`config.mk`:
```
export PLATFORM = sky130hd
export DESIGN_NAME = btb_lru
export DESIGN_NICKNAME = d
export VERILOG_FILES = /design/src/rtl/btb_pkg.sv /design/src/rtl/lru_age_array.sv /design/src/rtl/btb_lru.sv
export SDC_FILE = /design/constraint.sdc
export NUM_CORES = 1
export LEC_CHECK = 0
export CAP_MARGIN = 20
export CORE_UTILIZATION = 45
export DETAILED_ROUTE_END_ITERATION = 6
export MAX_ROUTING_LAYER = met4
export PLACE_DENSITY = 0.73
export SYNTH_ARGS = -nofsm -noshare
export SYNTH_HDL_FRONTEND = slang
export SYNTH_SLANG_ARGS = --single-unit
export TNS_END_PERCENT = 100
```
`constraint.sdc`:
```
create_clock -name clk -period 4 [get_ports clk]
set_clock_uncertainty 0.15 [all_clocks]
set_input_delay 0.8 -clock clk [delete_from_list [all_inputs] [get_ports clk]]
set_output_delay 0.8 -clock clk [all_outputs]
set_load 0.05 [all_outputs]
```
`src/rtl/btb_pkg.sv`:
```
// Shared definitions for the branch target buffer and its LRU age tracker.
// Age 0 marks the most-recently-used entry; N_ENTRIES-1 marks the victim candidate.
package btb_pkg;

    localparam int N_ENTRIES_DEF = 4;
    localparam int W_TAG_DEF     = 8;
    localparam int W_BTA_DEF     = 32;

    localparam int AGE_MRU = 0;
    localparam int AGE_LRU = N_ENTRIES_DEF - 1;

    function automatic int age_width(input int n_entries);
        return (n_entries <= 2) ? 1 : $clog2(n_entries);
    endfunction

    function automatic int age_lru(input int n_entries);
        return n_entries - 1;
    endfunction

endpackage

```
`src/rtl/lru_age_array.sv`:
```
// True-LRU age vector: ages always form a permutation of 0..N_ENTRIES-1.
// Promote moves the target to age 0, demote moves it to the oldest age.
module lru_age_array
    import btb_pkg::*;
#(
    parameter int N_ENTRIES = N_ENTRIES_DEF,
    parameter int W_AGE     = age_width(N_ENTRIES)
) (
    input  logic             clk,
    input  logic             reset,
    input  logic             i_promote,
    input  logic             i_demote,
    input  logic [W_AGE-1:0] i_idx,
    output logic [W_AGE-1:0] o_lru_idx
);

    localparam logic [W_AGE-1:0] AGE_OLDEST = W_AGE'(age_lru(N_ENTRIES));
    localparam logic [W_AGE-1:0] AGE_NEWEST = W_AGE'(AGE_MRU);

    logic [N_ENTRIES-1:0][W_AGE-1:0] r_age;
    logic [W_AGE-1:0]                w_ref_age;

    assign w_ref_age = r_age[i_idx];

    always_ff @(posedge clk) begin
        if (reset) begin
            for (int i = 0; i < N_ENTRIES; i++) begin
                r_age[i] <= W_AGE'(i);
            end
        end else if (i_promote) begin
            for (int i = 0; i < N_ENTRIES; i++) begin
                if (W_AGE'(i) == i_idx) begin
                    r_age[i] <= AGE_NEWEST;
                end else if (r_age[i] < w_ref_age) begin
                    r_age[i] <= r_age[i] + 1'b1;
                end
            end
        end else if (i_demote) begin
            for (int i = 0; i < N_ENTRIES; i++) begin
                if (W_AGE'(i) == i_idx) begin
                    r_age[i] <= AGE_OLDEST;
                end else if (r_age[i] > w_ref_age) begin
                    r_age[i] <= r_age[i] - 1'b1;
                end
            end
        end
    end

    always_comb begin
        o_lru_idx = '0;
        for (int i = 0; i < N_ENTRIES; i++) begin
            if (r_age[i] == AGE_OLDEST) begin
                o_lru_idx = W_AGE'(i);
            end
        end
    end

endmodule

```
`src/rtl/btb_lru.sv`:
```
// Fully associative branch target buffer with true-LRU replacement.
// Fetch looks up combinationally; execute installs, refreshes or invalidates entries.
module btb_lru
    import btb_pkg::*;
#(
    parameter  int N_ENTRIES = N_ENTRIES_DEF,
    parameter  int W_TAG     = W_TAG_DEF,
    parameter  int W_BTA     = W_BTA_DEF,
    localparam int W_AGE     = age_width(N_ENTRIES)
) (
    input  logic             clk,
    input  logic             reset,
    input  logic [W_TAG-1:0] pc,
    output logic             hit,
    output logic [W_BTA-1:0] BTA,
    input  logic             upd_en,
    input  logic             upd_inv,
    input  logic [W_TAG-1:0] upd_pc,
    input  logic [W_BTA-1:0] upd_bta,
    output logic [W_AGE:0]   occupancy,
    output logic             evict
);

    localparam logic [W_AGE:0] OCC_ONE = (W_AGE+1)'(1);

    logic [N_ENTRIES-1:0]            r_valid;
    logic [N_ENTRIES-1:0][W_TAG-1:0] r_tag;
    logic [N_ENTRIES-1:0][W_BTA-1:0] r_bta;
    logic [W_AGE:0]                  r_occupancy;
    logic                            r_evict;

    logic [N_ENTRIES-1:0] w_hit_vec;
    logic [N_ENTRIES-1:0] w_upd_vec;
    logic [W_AGE-1:0]     w_hit_idx;
    logic [W_AGE-1:0]     w_upd_idx;
    logic [W_AGE-1:0]     w_free_idx;
    logic [W_AGE-1:0]     w_lru_idx;
    logic [W_AGE-1:0]     w_victim_idx;
    logic [W_AGE-1:0]     w_age_idx;
    logic [W_BTA-1:0]     w_bta;
    logic                 w_has_free;
    logic                 w_upd_match;
    logic                 w_install;
    logic                 w_inval;
    logic                 w_promote;
    logic                 w_demote;

    // Tags are kept unique, so OR-ing the masked targets yields the single match.
    always_comb begin
        w_hit_vec  = '0;
        w_upd_vec  = '0;
        w_hit_idx  = '0;
        w_upd_idx  = '0;
        w_bta      = '0;
        w_has_free = 1'b0;
        w_free_idx = '0;
        for (int i = 0; i < N_ENTRIES; i++) begin
            w_hit_vec[i] = r_valid[i] && (r_tag[i] == pc);
            w_upd_vec[i] = r_valid[i] && (r_tag[i] == upd_pc);
            if (w_hit_vec[i]) begin
                w_hit_idx = W_AGE'(i);
                w_bta     = w_bta | r_bta[i];
            end
            if (w_upd_vec[i]) begin
                w_upd_idx = W_AGE'(i);
            end
        end
        for (int i = N_ENTRIES - 1; i >= 0; i--) begin
            if (!r_valid[i]) begin
                w_has_free = 1'b1;
                w_free_idx = W_AGE'(i);
            end
        end
    end

    assign hit         = |w_hit_vec;
    assign BTA         = w_bta;
    assign w_upd_match = |w_upd_vec;
    assign w_install   = upd_en && !upd_inv;
    assign w_inval     = upd_en && upd_inv && w_upd_match;

    assign w_victim_idx = w_upd_match ? w_upd_idx :
                          w_has_free  ? w_free_idx : w_lru_idx;

    // Any update suppresses the fetch-side promotion, even an invalidate that misses.
    assign w_promote = w_install || (!upd_en && hit);
    assign w_demote  = w_inval;
    assign w_age_idx = w_install ? w_victim_idx :
                       w_inval   ? w_upd_idx    : w_hit_idx;

    lru_age_array #(
        .N_ENTRIES (N_ENTRIES),
        .W_AGE     (W_AGE)
    ) u_ages (
        .clk       (clk),
        .reset     (reset),
        .i_promote (w_promote),
        .i_demote  (w_demote),
        .i_idx     (w_age_idx),
        .o_lru_idx (w_lru_idx)
    );

    always_ff @(posedge clk) begin
        if (reset) begin
            r_valid     <= '0;
            r_tag       <= '0;
            r_bta       <= '0;
            r_occupancy <= '0;
            r_evict     <= 1'b0;
        end else begin
            r_evict <= 1'b0;
            if (w_install) begin
                r_valid[w_victim_idx] <= 1'b1;
                r_tag[w_victim_idx]   <= upd_pc;
                r_bta[w_victim_idx]   <= upd_bta;
                if (!w_upd_match) begin
                    if (w_has_free) begin
                        r_occupancy <= r_occupancy + OCC_ONE;
                    end else begin
                        r_evict <= 1'b1;
                    end
                end
            end else if (w_inval) begin
                r_valid[w_upd_idx] <= 1'b0;
                r_occupancy        <= r_occupancy - OCC_ONE;
            end
        end
    end

    assign occupancy = r_occupancy;
    assign evict     = r_evict;

endmodule

```
==> run metrics <==
status=complete, but fails checks; failing checks=negative setup slack; Starting DRT DRC Count=around 800; Tcrit/Tclk final=102.0%; xor and xnor fraction of the mapped netlist area=6.920%; cell area after layout=12590 sq um; Post-synth EDFFs=0; CP peak stage delay=0.35 ns; critical path's slowest cell=mux2_1; Simple-Gate Fraction of Synth Area=23.70%; CP required=roughly 4.2 ns; maxcap violations=0; via/cell ratio=~5.6; ys async rst share=0%; power density over the cells=319.0 nW/um^2; DP HPWL=17400 um; CORE AREA=between 15000 and 20000 sq um; vias in the first global route=8455; CTS tree=yes; final cell count without fillers=1618; Peak VDD IR=0.3114 mV; largest family of logic cells by synthesized area=simple AND/OR/NAND/NOR gates; clk_lat worst skew=between 0.4 and 0.5 ns; crit path kind=input port to flip-flop; Netlist cell types=73; startpoint types=input port; Clock transition at path regs=roughly 0.07 ns; commonest cells after routing, fill and taps aside=nand2_1, a21oi_1, dfxtp_1; RSZ-0062 raised after global routing=yes; Worst-Margin Slew=just under 0.9 ns; vias=9084; Max Fclk=245.2 MHz; Final Slew Violations=0; final hold viol count=0; htree depth=4; Adder-Cell Fraction of Synth Area=under 10%; initial antenna violation count=0; Crit. End Element=flip-flop; area fraction in compound gates after synthesis=21.92%; Die Area=20170 sq um; min Tclk post-route=4.079 ns; Synth-to-Final Area Change=42.74%; dpl cell area=11160 sq um; Initial DRT Pass Iterations=5; Leak=around 4.6 nW; synthesized area=8823 sq um; Ports=89; DIE HEIGHT=142.0 um; DRT antenna net count=0; Buf/Inv on CP=5; critical path peak fanout=4; fillers=1479; CTS buffer count=17; layout cells sized above 1=24.59%; total congestion overflow=0; GRT Total Usage=28.11%; most used cell, CP=buf_6; sequential cell area=3523 sq um; first-pass GRT wire length=43210 um; Most used DFF post-synth=dfxtp_1; Slew Limit Headroom=roughly two fifths; flops & latches, synth=around 180; placed instance count=between 1.5k and 2k; Die W=142.0 um; worst setup margin=-0.07863 ns; Starting Density=46.55%; mux contribution to synthesized area=around 1.1%; Syn Inst Count=approximately 1.2k; RePlAce Congestion=between 0.9 and 1; Post-Syn Area per Cell=7.490 sq um; Clock Path Buffers=2; Root Buffer=clkbuf_16; WL per Instance=17.72 um; clk sinks=about 180; Critical Path AT=4.25 ns; register area share after synthesis=39.93%; Port Buf Inserts=88; antenna diode count=0; delay-heaviest family, CP=simple AND/OR/NAND/NOR gates; area occupied by multi-input gates=5640 sq um; Final #Nets=1405; Critical Path, Cell by Cell=dlygate4sd2_1 > buf_6 > xnor2_1 > nand3_1 > nor3_4 > a211oi_2 > buf_4 > mux2i_2 > nand2_2 > buf_6 > a21oi_4 > buf_12 > ha_4 > nor2_2 > a32oi_1 > o311ai_1 > nor2_1 > nor3_2 > a311oi_2 > mux2_1; type of the most critical hold path=flip-flop to flip-flop; yosys warns=0; Rows=50; final setup vio count=4; final wirelength=between 20000 and 30000 um; Mapped Nets=1238; most common cell after layout, fill and taps aside=nand2_1; largest net degree at the start of global routing=105; DRC=0
## registers in the layout (all words and copies together) (netlist names)
signal	flops
occupancy	3
r_bta	128
r_tag	32
u_ages.r_age	8
evict	1
r_valid	4
## logic make-up (layout without fill, tap and decap cells)
| group | Yosys count | in the layout |
|---|---|---|
| AO/OA/AOI/OAI | 312 | 312 |
| XOR/XNOR | 68 | 68 |
| adder cells (fa/ha/maj) | 8 | 8 |
| buffers and inverters | 103 | 283 |
| flip-flops | 176 | 176 |
| multiplexers | 10 | 10 |
| AND/OR/NAND/NOR | 501 | 501 |
## tightest hold or removal path: stages, from the launching register on
cell	delay, ns
dfxtp_1	0.31
nand2_1	0.05
a21oi_1	0.05
## stage by stage
stage          TNS (ns)  hold slack [ns]  util (%)  power [mW]  setup slack, ns
2_1_floorplan    -1.004           0.2860         -       2.123          -0.1936
4_1_cts        -0.03290           0.3049     64.19       3.972         -0.02738
6_report        -0.1158           0.3058     66.44       4.017         -0.07863
3_3_place_gp     -8.224           0.2908     58.86       2.316          -0.7778
5_1_grt         -0.7968           0.3179     66.44       4.147          -0.1906
3_5_place_dp     -8.770           0.2960     58.86       2.322          -0.9122
## final cells by class
| type | instances | share of cell area (%) |
|---|---|---|
| clock buffer | 20 | 3.467 |
| clock inverter | 12 | 1.003 |
| inverter | 13 | 0.3874 |
| multi-input combinational | 899 | 44.78 |
| sequential | 176 | 27.98 |
| tap | 260 | 2.583 |
| timing repair buffer | 238 | 19.80 |
## where the power goes
group / switching [mW] / internal (mW)
Combinational: 0.300 / 0.271
Clock: 0.747 / 0.876
Sequential: 0.0343 / 1.79
Total: 1.08 / 2.94
## synthesized netlist by cell type, drive strengths merged, types with 2 or more instances
master | count | area share, %
a2111oi | 2 | 0.20
a211o | 3 | 0.31
a211oi | 6 | 0.51
a21oi | 186 | 11
a221oi | 2 | 0.20
a22oi | 65 | 5.5
a311oi | 3 | 0.37
a41oi | 2 | 0.41
and3 | 3 | 0.27
buf | 12 | 1.3
clkbuf | 78 | 3.3
dfxtp | 176 | 40
ha | 7 | 0.99
inv | 13 | 0.55
mux2i | 9 | 1.0
nand2 | 381 | 16
nand2b | 6 | 0.43
nand3 | 21 | 1.2
nand4 | 14 | 0.99
nor2 | 37 | 1.6
nor3 | 15 | 0.96
nor4 | 6 | 0.50
o2111ai | 2 | 0.20
o211ai | 7 | 0.65
o21a | 2 | 0.17
o21ai | 11 | 0.71
o311ai | 2 | 0.20
o31ai | 3 | 0.26
o32a | 2 | 0.24
or2 | 2 | 0.14
or3 | 9 | 0.69
or4 | 2 | 0.17
xnor2 | 59 | 6.0
xor2 | 9 | 0.89
## path summary, 6_finish.rpt
| check | from | cells past startpoint | slack (ns) | to |
|---|---|---|---|---|
| setup / recovery | pc[3] | 20 | -0.08 | u_ages.r_age[3]$_SDFFE_PP0P_ |
| hold / removal | r_bta[93]$_SDFFE_PP0P_ | 2 | 0.31 | r_bta[93]$_SDFFE_PP0P_ |
| setup reg to reg | r_tag[26]$_SDFFE_PP0P_ | 17 | 0.05 | u_ages.r_age[3]$_SDFFE_PP0P_ |
| hold reg to reg | r_bta[93]$_SDFFE_PP0P_ | 2 | 0.31 | r_bta[93]$_SDFFE_PP0P_ |
## timing repair
| item | 4_1_cts | 5_1_grt |
|---|---|---|
| hold buffers | 0 | 0 |
| setup endpoints to repair | 40 | 16 |
| buffers inserted | 21 | 14 |
| pin swaps | 37 | 44 |
| resized for setup | 81 | 71 |
## routing by layer
| layer | GRT usage [%] | part of all wire (%) |
|---|---|---|
| met1 | 35.23 | 43 |
| met2 | 45.28 | 49 |
| met3 | 4.441 | 5.4 |
| met4 | 11.09 | 2.7 |
| met5 | - | 0 |
Power figures use the tool's default switching activity.
==> RTL change: new RTL, same flow settings <==
Put a register stage on the output `BTA`. The value now appears one clock later. The other outputs are not delayed to match.
--- a/src/rtl/btb_lru.sv
+++ b/src/rtl/btb_lru.sv
@@ -74,7 +74,9 @@
     end
 
     assign hit         = |w_hit_vec;
-    assign BTA         = w_bta;
+    always_ff @(posedge clk) begin
+        BTA <= w_bta;
+    end
     assign w_upd_match = |w_upd_vec;
     assign w_install   = upd_en && !upd_inv;
     assign w_inval     = upd_en && upd_inv && w_upd_match;
Behaviour: not the same (a bounded check fails within 4 cycles, from zero or initial values and one cycle with reset high).
==> RTL change against the original RTL <==
Register-to-register slack better by 260 ps; routed wire length is 6.9% lower; setup slack better by 210 ps; power grew 15%; area after synthesis increased by 5.3%; cell count down 0.80%; cell area shrank 3.1%; fmax rose by 5.5%; sequential cell count is 32 higher; critical path type unchanged.
==> RTL change: results <==
{
  "status": "complete, no violations",
  "holdPathStages": 2,
  "fill_cells": 1770,
  "worstRegToRegCells": 17,
  "yosysWarningCount": 0,
  "wl_mm": 26.7,
  "critPathSlowestCell": "clkdlybuf4s50_1",
  "netlist-cell-type-count": 64,
  "ant_nets": 0,
  "crit_fanout": 3,
  "multi_input_area_um2": 5030,
  "hp-class": "flip-flop to flip-flop",
  "first_global_vias": 8319,
  "worst_slew_pin_slew_ps": 939,
  "portBuffers": 88,
  "place_ws_ps": -837,
  "htree_num_levels": 1,
  "ir_drop_uv": 314,
  "p_int_mw": 3.55,
  "clock-root-buffer": "clkbuf_16",
  "clock_path_buffers": 3,
  "antenna_found_initial": 0,
  "drive_above_1_share_pct": 17.1,
  "reg2reg_from": "r_tag[3]",
  "clk_latency_ps": 510,
  "firstDrtPassIters": 5,
  "syn_inst": 1182,
  "num_vias": 8810,
  "hp-start": "r_bta[71]",
  "async_flop_share_pct": 0,
  "cp_slowest_stage_delay_ps": 540,
  "leakage_nw": 4.44,
  "antenna_cells": 0,
  "grt_start_max_net_pins": 93,
  "seq_area_frac_synth_pct": 44.8,
  "synth.area.top_cells": "dfxtp_1, nand2_1, a21oi_1, xnor2_1, a22oi_1",
  "biggestRegsByFlops": "r_bta: 128 flops, BTA: 32 flops, r_tag: 32 flops",
  "final_cells": 1605,
  "grt_usage_pct": 25.1,
  "arrival_ps": 4130,
  "drtIter0Drc": 823,
  "final_nets": 1379,
  "dp_hpwl_mm": 16.5,
  "final_max_slew_viol_count": 0,
  "clkTransAtPathRegs_ps": 60,
  "crit_family": "simple AND/OR/NAND/NOR gates",
  "placed_area_um2": 11100,
  "grt_pass1_wl_mm": 42.3,
  "cts_buffers": 22,
  "synth_common_cells": "nand2_1, dfxtp_1, a21oi_1",
  "place_congestion": 0.968,
  "hold_buffers": 0
}
RTL change: changes by cell type after synthesis, sizes merged, moves of 4 or more:
cell / unedited run / this run
o211ai: 7 / 2
nor2: 37 / 21
a21oi: 186 / 177
o21ai: 11 / 23
nand4: 14 / 10
nand2b: 6 / 1
a31oi: 1 / 8
dfxtp: 176 / 208
nand2: 381 / 388
RTL change: repair_timing:
action | in CTS | in global routing
resized for setup | 28 | 52
setup buffers | 6 | 7
endpoints found under the hold margin | 0 | 0
pin swaps | 20 | 28
endpoints found under the setup margin | 8 | 9
RTL change: cell type report:
cell class              count  area share, %
clock buffers              33           5.76
clock inverters             7          0.553
inverters                  13          0.400
multi-input cells         873           41.2
flip-flops and latches    208           34.1
well taps                 270           2.77
repair buffers            201           15.2
RTL change: routing by layer:
layer	GRT usage, %	vias to the layer above	wire length (um)
met5	-	-	0
met4	8.89	0	787
met3	2.98	55	1420
met2	41.5	296	12700
met1	31.7	4176	11700
li1	-	4283	-
RTL change: power by group through the flow:
stage               Combinational [mW]  Sequential (mW)  Clock, mW
floorplan                        0.185             2.18          0
CTS                              0.364             2.13       2.14
detailed placement               0.357             2.17          0
finish                           0.377             2.13       2.12
global route                     0.405             2.13       2.24
global placement                 0.353             2.17          0
RTL change: worst paths after layout:
path                                   endpoint  slack [ps]
worst min register to register        r_bta[71]         300
worst min-delay path                  r_bta[71]         300
worst max-delay path            u_ages.r_age[3]         130
worst max register to register  u_ages.r_age[3]         310
RTL change: kinds of logic after synthesis:
logic type,share of synthesized area [%]
AOI/OAI and AO/OA,20.9
xor gates and xnor gates,6.75
muxes,0.754
DFF,44.8
adders and majority gates,1.28
buffers and inverters,4.85
and+or+nand+nor,20.7
